<file path="config.mk">
export PLATFORM = sky130hd
export DESIGN_NAME = char_pixel_shifter
export DESIGN_NICKNAME = d
export VERILOG_FILES = /design/src/rtl/char_pixel_shifter.sv
export SDC_FILE = /design/constraint.sdc
export NUM_CORES = 1
export LEC_CHECK = 0
export BUFFER_PORTS_ARGS = -buffer_cell sky130_fd_sc_hd__buf_2
export CAP_MARGIN = 5
export CORE_AREA = 10 10 66 68
export DETAILED_ROUTE_END_ITERATION = 10
export DIE_AREA = 0 0 76 78
export GPL_TIMING_DRIVEN = 0
export HOLD_SLACK_MARGIN = 0.03
export PLACE_DENSITY_LB_ADDON = 0.05
export SYNTH_ARGS = -nofsm -noshare
export SYNTH_HDL_FRONTEND = slang
export SYNTH_SLANG_ARGS = --single-unit
</file>
<file path="constraint.sdc">
create_clock -name clock -period 0.8 [get_ports clock]
set_input_delay 0.12 -clock clock [delete_from_list [all_inputs] [get_ports clock]]
set_output_delay 0.12 -clock clock [all_outputs]
set_load 0.01 [all_outputs]
</file>
<file path="src/rtl/char_pixel_shifter.sv">
// Character-ROM fetch and MSB-first pixel serialiser; one character period of latency.
// Optional build macro INVERSE_VIDEO_EN: code MSB becomes an inverse-video flag.
module char_pixel_shifter #(
  parameter int DW = 8,
  parameter int CW = 8,
  parameter int RW = 3,
  parameter int AW = CW + RW
) (
  input  logic          clock,
  input  logic          reset,
  input  logic          pe,
  input  logic          ld,
  input  logic [CW-1:0] code,
  input  logic [RW-1:0] row,
  input  logic          de,
  output logic          rom_ce,
  output logic [AW-1:0] rom_a,
  input  logic [DW-1:0] rom_q,
  output logic          pixel,
  output logic          de_out
);

  logic          fetch;
  logic [CW-1:0] code_a;
  logic          inv_in;

  logic [DW-1:0] hold;
  logic          hold_de;
  logic          hold_inv;
  logic [1:0]    pend_v;
  logic [1:0]    pend_de;

  logic [DW-1:0] shift;
  logic          inv_out;

  assign fetch = pe & ld;

`ifdef INVERSE_VIDEO_EN
  assign code_a = {1'b0, code[CW-2:0]};
  assign inv_in = code[CW-1];
`else
  assign code_a = code;
  assign inv_in = 1'b0;
`endif

  // ROM side: address/strobe on the fetch edge, byte captured two clocks later.
  always_ff @(posedge clock) begin
    if (reset) begin
      rom_ce   <= 1'b0;
      rom_a    <= '0;
      hold_de  <= 1'b0;
      hold_inv <= 1'b0;
      pend_v   <= '0;
      pend_de  <= '0;
      hold     <= '0;
    end else begin
      rom_ce  <= fetch & de;
      pend_v  <= {pend_v[0], fetch};
      pend_de <= {pend_de[0], fetch & de};
      if (fetch) begin
        rom_a    <= {code_a, row};
        hold_de  <= de;
        hold_inv <= inv_in;
      end
      // Blanked cells capture zero so a later shift load never shows stale glyph data.
      if (pend_v[1]) hold <= pend_de[1] ? rom_q : '0;
    end
  end

  // Pixel side: loads the previous cell's byte on each ld, then shifts with zero fill.
  always_ff @(posedge clock) begin
    if (reset) begin
      shift   <= '0;
      pixel   <= 1'b0;
      de_out  <= 1'b0;
      inv_out <= 1'b0;
    end else if (pe) begin
      if (ld) begin
        shift   <= hold;
        de_out  <= hold_de;
        inv_out <= hold_inv;
        pixel   <= hold[DW-1] ^ (hold_inv & hold_de);
      end else begin
        shift <= shift << 1;
        pixel <= shift[DW-2] ^ (inv_out & de_out);
      end
    end
  end

endmodule

</file>
### After elaboration in Yosys (flattened, before gate mapping)

Cells that the tools add are included.

| word-level totals | value |
|---|---|
| register bits | 34 |
| word-level logic and storage cells | 15 |

| cells by class | value |
|---|---|
| bitwise gates (word level) | 2 |
| reduce and logical (&&, ||, !) cells | 1 |
| multiplexer cells | 3 |

Operators by type and width:

| kind | count |
|---|---|
| 8-bit two-way mux | 1 |
| 7-bit two-way mux | 1 |
| 1-bit bitwise AND | 2 |
| 2-bit AND reduction | 1 |
| 1-bit two-way mux | 1 |

### Logic depth before layout (Yosys ltp)

| depth | value |
|---|---|
| word-level depth | 2 |
| gate-level depth with buffers | 4 |

### Least setup slack after synthesis

OpenSTA, ideal clock, no wires.

| timing | value |
|---|---|
| path kind | register to register |
| start | reg pend_v[1] |
| end | reg hold[5] |
| cell stages (with the launch flop) | 4 |
| arrival | 674 ps |
| setup slack | -6 ps |
| buffers on the path | 1 |
| period minus slack after synthesis | 806 ps |
| path through | dfxtp_1 > buf_2 > nand2b_1 > a21oi_1 |

RTL lines:

| item | RTL line | text |
|---|---|---|
| start: declaration | 30 | `logic [1:0] pend_v;` |
| start signal: assignment | 58 | `pend_v <= {pend_v[0], fetch};` |
| end signal: assignment | 66 | `if (pend_v[1]) hold <= pend_de[1] ? rom_q : '0;` |
| end: declaration | 27 | `logic [DW-1:0] hold;` |

### Worst setup path after layout

| timing | value |
|---|---|
| start | reg rom_a[9] |
| end | out rom_a[9] |

RTL lines:

| item | RTL line | text |
|---|---|---|
| start: declaration | 17 | `output logic [AW-1:0] rom_a,` |
| start signal: assignment | 61 | `rom_a <= {code_a, row};` |

No word-level cell between the ends.

==> impl_metrics.py <==
metrics = {
    "sta": {
        "period_needed_ns": 0.901,
        "hold_viol": 0,
        "fmax_mhz": 1110,
        "setup_viol": 14,
        "layout_setup_ws_ns": -0.101,
        "finalCritPeriodShare_pct": 113,
        "tightest_slew_ns": 0.518,
        "maxSlewHeadroom_pct": 65.4,
        "tns_ns": -1.33,
        "finClkSkew_ns": 0.00208,
        "rsz0062_at_grt": "true",
        "drv_slew": 0,
        "timing.hold.ws_ns": 0.0391,
    },
    "grt": {
        "grt_overflow": 0,
        "grt_max_degree": 17,
        "grt_pass1_wl_um": 5510,
        "grt_pass1_vias": 1164,
        "grtUsageTotal_pct": 11.4,
        "antenna_found_initial": 0,
    },
    "place": {
        "hpwl_um": 2380,
        "port_buffers": 35,
        "gp_congestion": 0.755,
        "pre_cts_slack_ns": -0.102,
    },
    "setup_path": {
        "critical_path_arrival_ns": 0.78,
        "cp-start-kind": "register",
        "reg2regPathDepth": 2,
        "crit_slowest_cell": "dfxtp_2",
        "crit_family": "flip-flops",
        "path_buf_inv": 1,
        "crit_chain": "buf_6",
        "rrSetupSlack_ns": 0.04,
        "path_max_fanout": 2,
        "cp-end-kind": "primary output",
        "critical_path_required_ns": 0.68,
        "critPathMaxStageDelay_ns": 0.34,
        "timing.rr.end": "rom_a[9]",
        "worstSetupPathType": "register to primary output",
        "r2r-start": "rom_a[9]",
    },
    "routing": {
        "first_pass_iters": 5,
        "drc": 0,
        "antenna_left": 0,
        "routed_via_density": 4.90,
        "avgRoutedWirePerCell_um": 14.1,
        "vias": 1156,
        "drt-total-wl_um": 3340,
        "drtIter0Drc": 29,
    },
    "logic_synthesis": {
        "ys.flop_type": "dfxtp_1",
        "yosys.area.top_type_share_pct": 49.4,
        "synth_compound_area_share_pct": 21.9,
        "synth_cell_types": 16,
        "yosys_warnings": 0,
        "synth_area_um2": 1340,
        "synthMuxAreaShare_pct": 5.24,
        "synth_nets": 163,
        "postSynth.asyncResetShare_pct": 0,
        "synth_top_family_by_area": "compound AO/OA/AOI/OAI gates",
        "synth_xor_area_share_pct": 0,
        "ys_top_cells_by_area": "dfxtp_1, a21bo_2, a21oi_1",
        "yosysMostFrequentCell": "dfxtp_1",
        "synthCells": 139,
        "synth-simple-area-share_pct": 16.5,
        "yosysSeqAreaShare_pct": 49.4,
        "netlist.top_cell.by_area": "dfxtp_1",
        "synth_edf_count": 0,
        "synth-seq-cells": 33,
        "avgSynthCellArea_um2": 9.62,
        "yosys.area_share.adder_pct": 0,
        "synthTopCellsByCount": "dfxtp_1, a21oi_1, nand3_1",
    },
    "clock_tree": {
        "cts.sinks": 33,
        "cts_tree": "done",
        "htreeDepth": 2,
        "cts_made_buffers": 5,
        "cts_buffer_depth": 2,
        "path_clk_slew_ns": 0.10,
        "root_buffer": "clkbuf_4",
        "worstSkewPairLatency_ns": 0.33,
    },
    "floorplan": {
        "die_w_um": 76,
        "die_area_um2": 5930,
        "rows": 21,
        "die_h_um": 78,
        "io-pin-count": 38,
        "start_util_pct": 42.1,
        "coreArea_um2": 3180,
    },
    "finish": {
        "drive_gt1_share_pct": 48.4,
        "nNetsFinal": 213,
        "antenna_cells": 0,
        "layout.filler_cells": 297,
        "syn2layout_area_growth_pct": 39.9,
        "final_core_util_pct": 58.9,
    },
    "power": {
        "power.leakage_nw": 0.750,
        "peakVddDrop_v": 0.00138,
        "p_per_area_nw_per_um2": 1710,
        "finalPower_mw": 3.20,
    },
    "job": {
        "maxCapViolCount": 0,
    },
    "worst_hold_path": {
        "min_path_cells": 3,
        "hold_class": "input port to register",
        "hp-start": "rom_q[5]",
        "min_to": "hold[5]",
    },
    "status": {
        "violations": "setup timing",
        "status": "finished, violations left",
    },
}
[final cells by class]
cell class	count	area, um^2	area share [%]
Multi-Input combinational cell	92	609	32.6
Clock inverter	1	5.00	0.267
Sequential cell	33	687	36.7
Timing Repair Buffer	44	350	18.7
Clock buffer	7	65.1	3.48
Buffer	13	97.6	5.21
Tap cell	46	57.6	3.07
[routing by layer]
layer	routed length (um)	global-route usage [%]
met1	1490	13.4
met2	1530	17.0
met3	232	5.30
met4	84	5.87
met5	0	0
[worst max path at each step]
stage,start,cells after the start,end,slack [ns]
final,rom_a[9],1,rom_a[9],-0.10
after global routing,rom_a[2],1,rom_a[2],-0.16
after CTS,de_out,1,de_out,-0.12
after detailed placement,pend_v[1],3,hold[6],-0.10
after global placement,pend_v[1],3,hold[5],-0.08
after floorplan,pe,4,rom_a[0],0.02
[repair_timing]
item / 4_1_cts / 5_1_grt
pin swaps: 0 / 6
resized for setup: 30 / 12
endpoints found under the setup margin: 22 / 28
buffers inserted: 1 / 0
hold buffers: 6 / 2
endpoints found under the hold margin: 8 / 2
cloned: 0 / 0
[state kept, by name, summed over array words and instances (netlist names)]
name	count
rom_a	11
hold	8
shift	7
pend_de	2
pend_v	2
de_out	1
hold_de	1
pixel	1
[per-stage QoR]
| step | cell area (um^2) | instances |
|---|---|---|
| after global placement | 1570 | 220 |
| after global routing | 1870 | 236 |
| final | 1870 | 236 |
| after detailed placement | 1570 | 220 |
| after floorplan | 1340 | 139 |
| after CTS | 1810 | 234 |
[cells in the final DEF (no fill, tap or decap)]
master         Yosys  final
nand2_1            1      1
nand3_1           22     22
dfxtp_4            0      1
dfxtp_2            0     18
dlygate4sd3_1      0      8
buf_2              7     27
clkbuf_8           0      3
clkbuf_4           0      5
nor2b_1            2      2
buf_12             1      1
nand2b_1           9      9
a211oi_1           7      5
a21oi_1           22     19
buf_4              0      1
nor3b_2            0      1
mux2i_1            7      7
nor2_1             8      8
a211oi_2           0      2
buf_6              2     16
a21oi_2            0      3
a21bo_2           13     13
dfxtp_1           33     14
clkinv_2           0      1
clkbuf_1           3      3
[logic make-up after synthesis]
logic type,count (synthesis)
AOI/OAI and AO/OA,42
buffers and inverters,14
muxes,7
DFF,33
and+or+nand+nor,43
[report_power, final]
part | total, mW | switching, mW | internal [mW]
Combinational | 0.416 | 0.188 | 0.228
Clock | 1.05 | 0.546 | 0.509
Sequential | 1.73 | 0.0332 | 1.70
Total | 3.20 | 0.767 | 2.44
No activity file was read; power rests on OpenSTA's default activity.
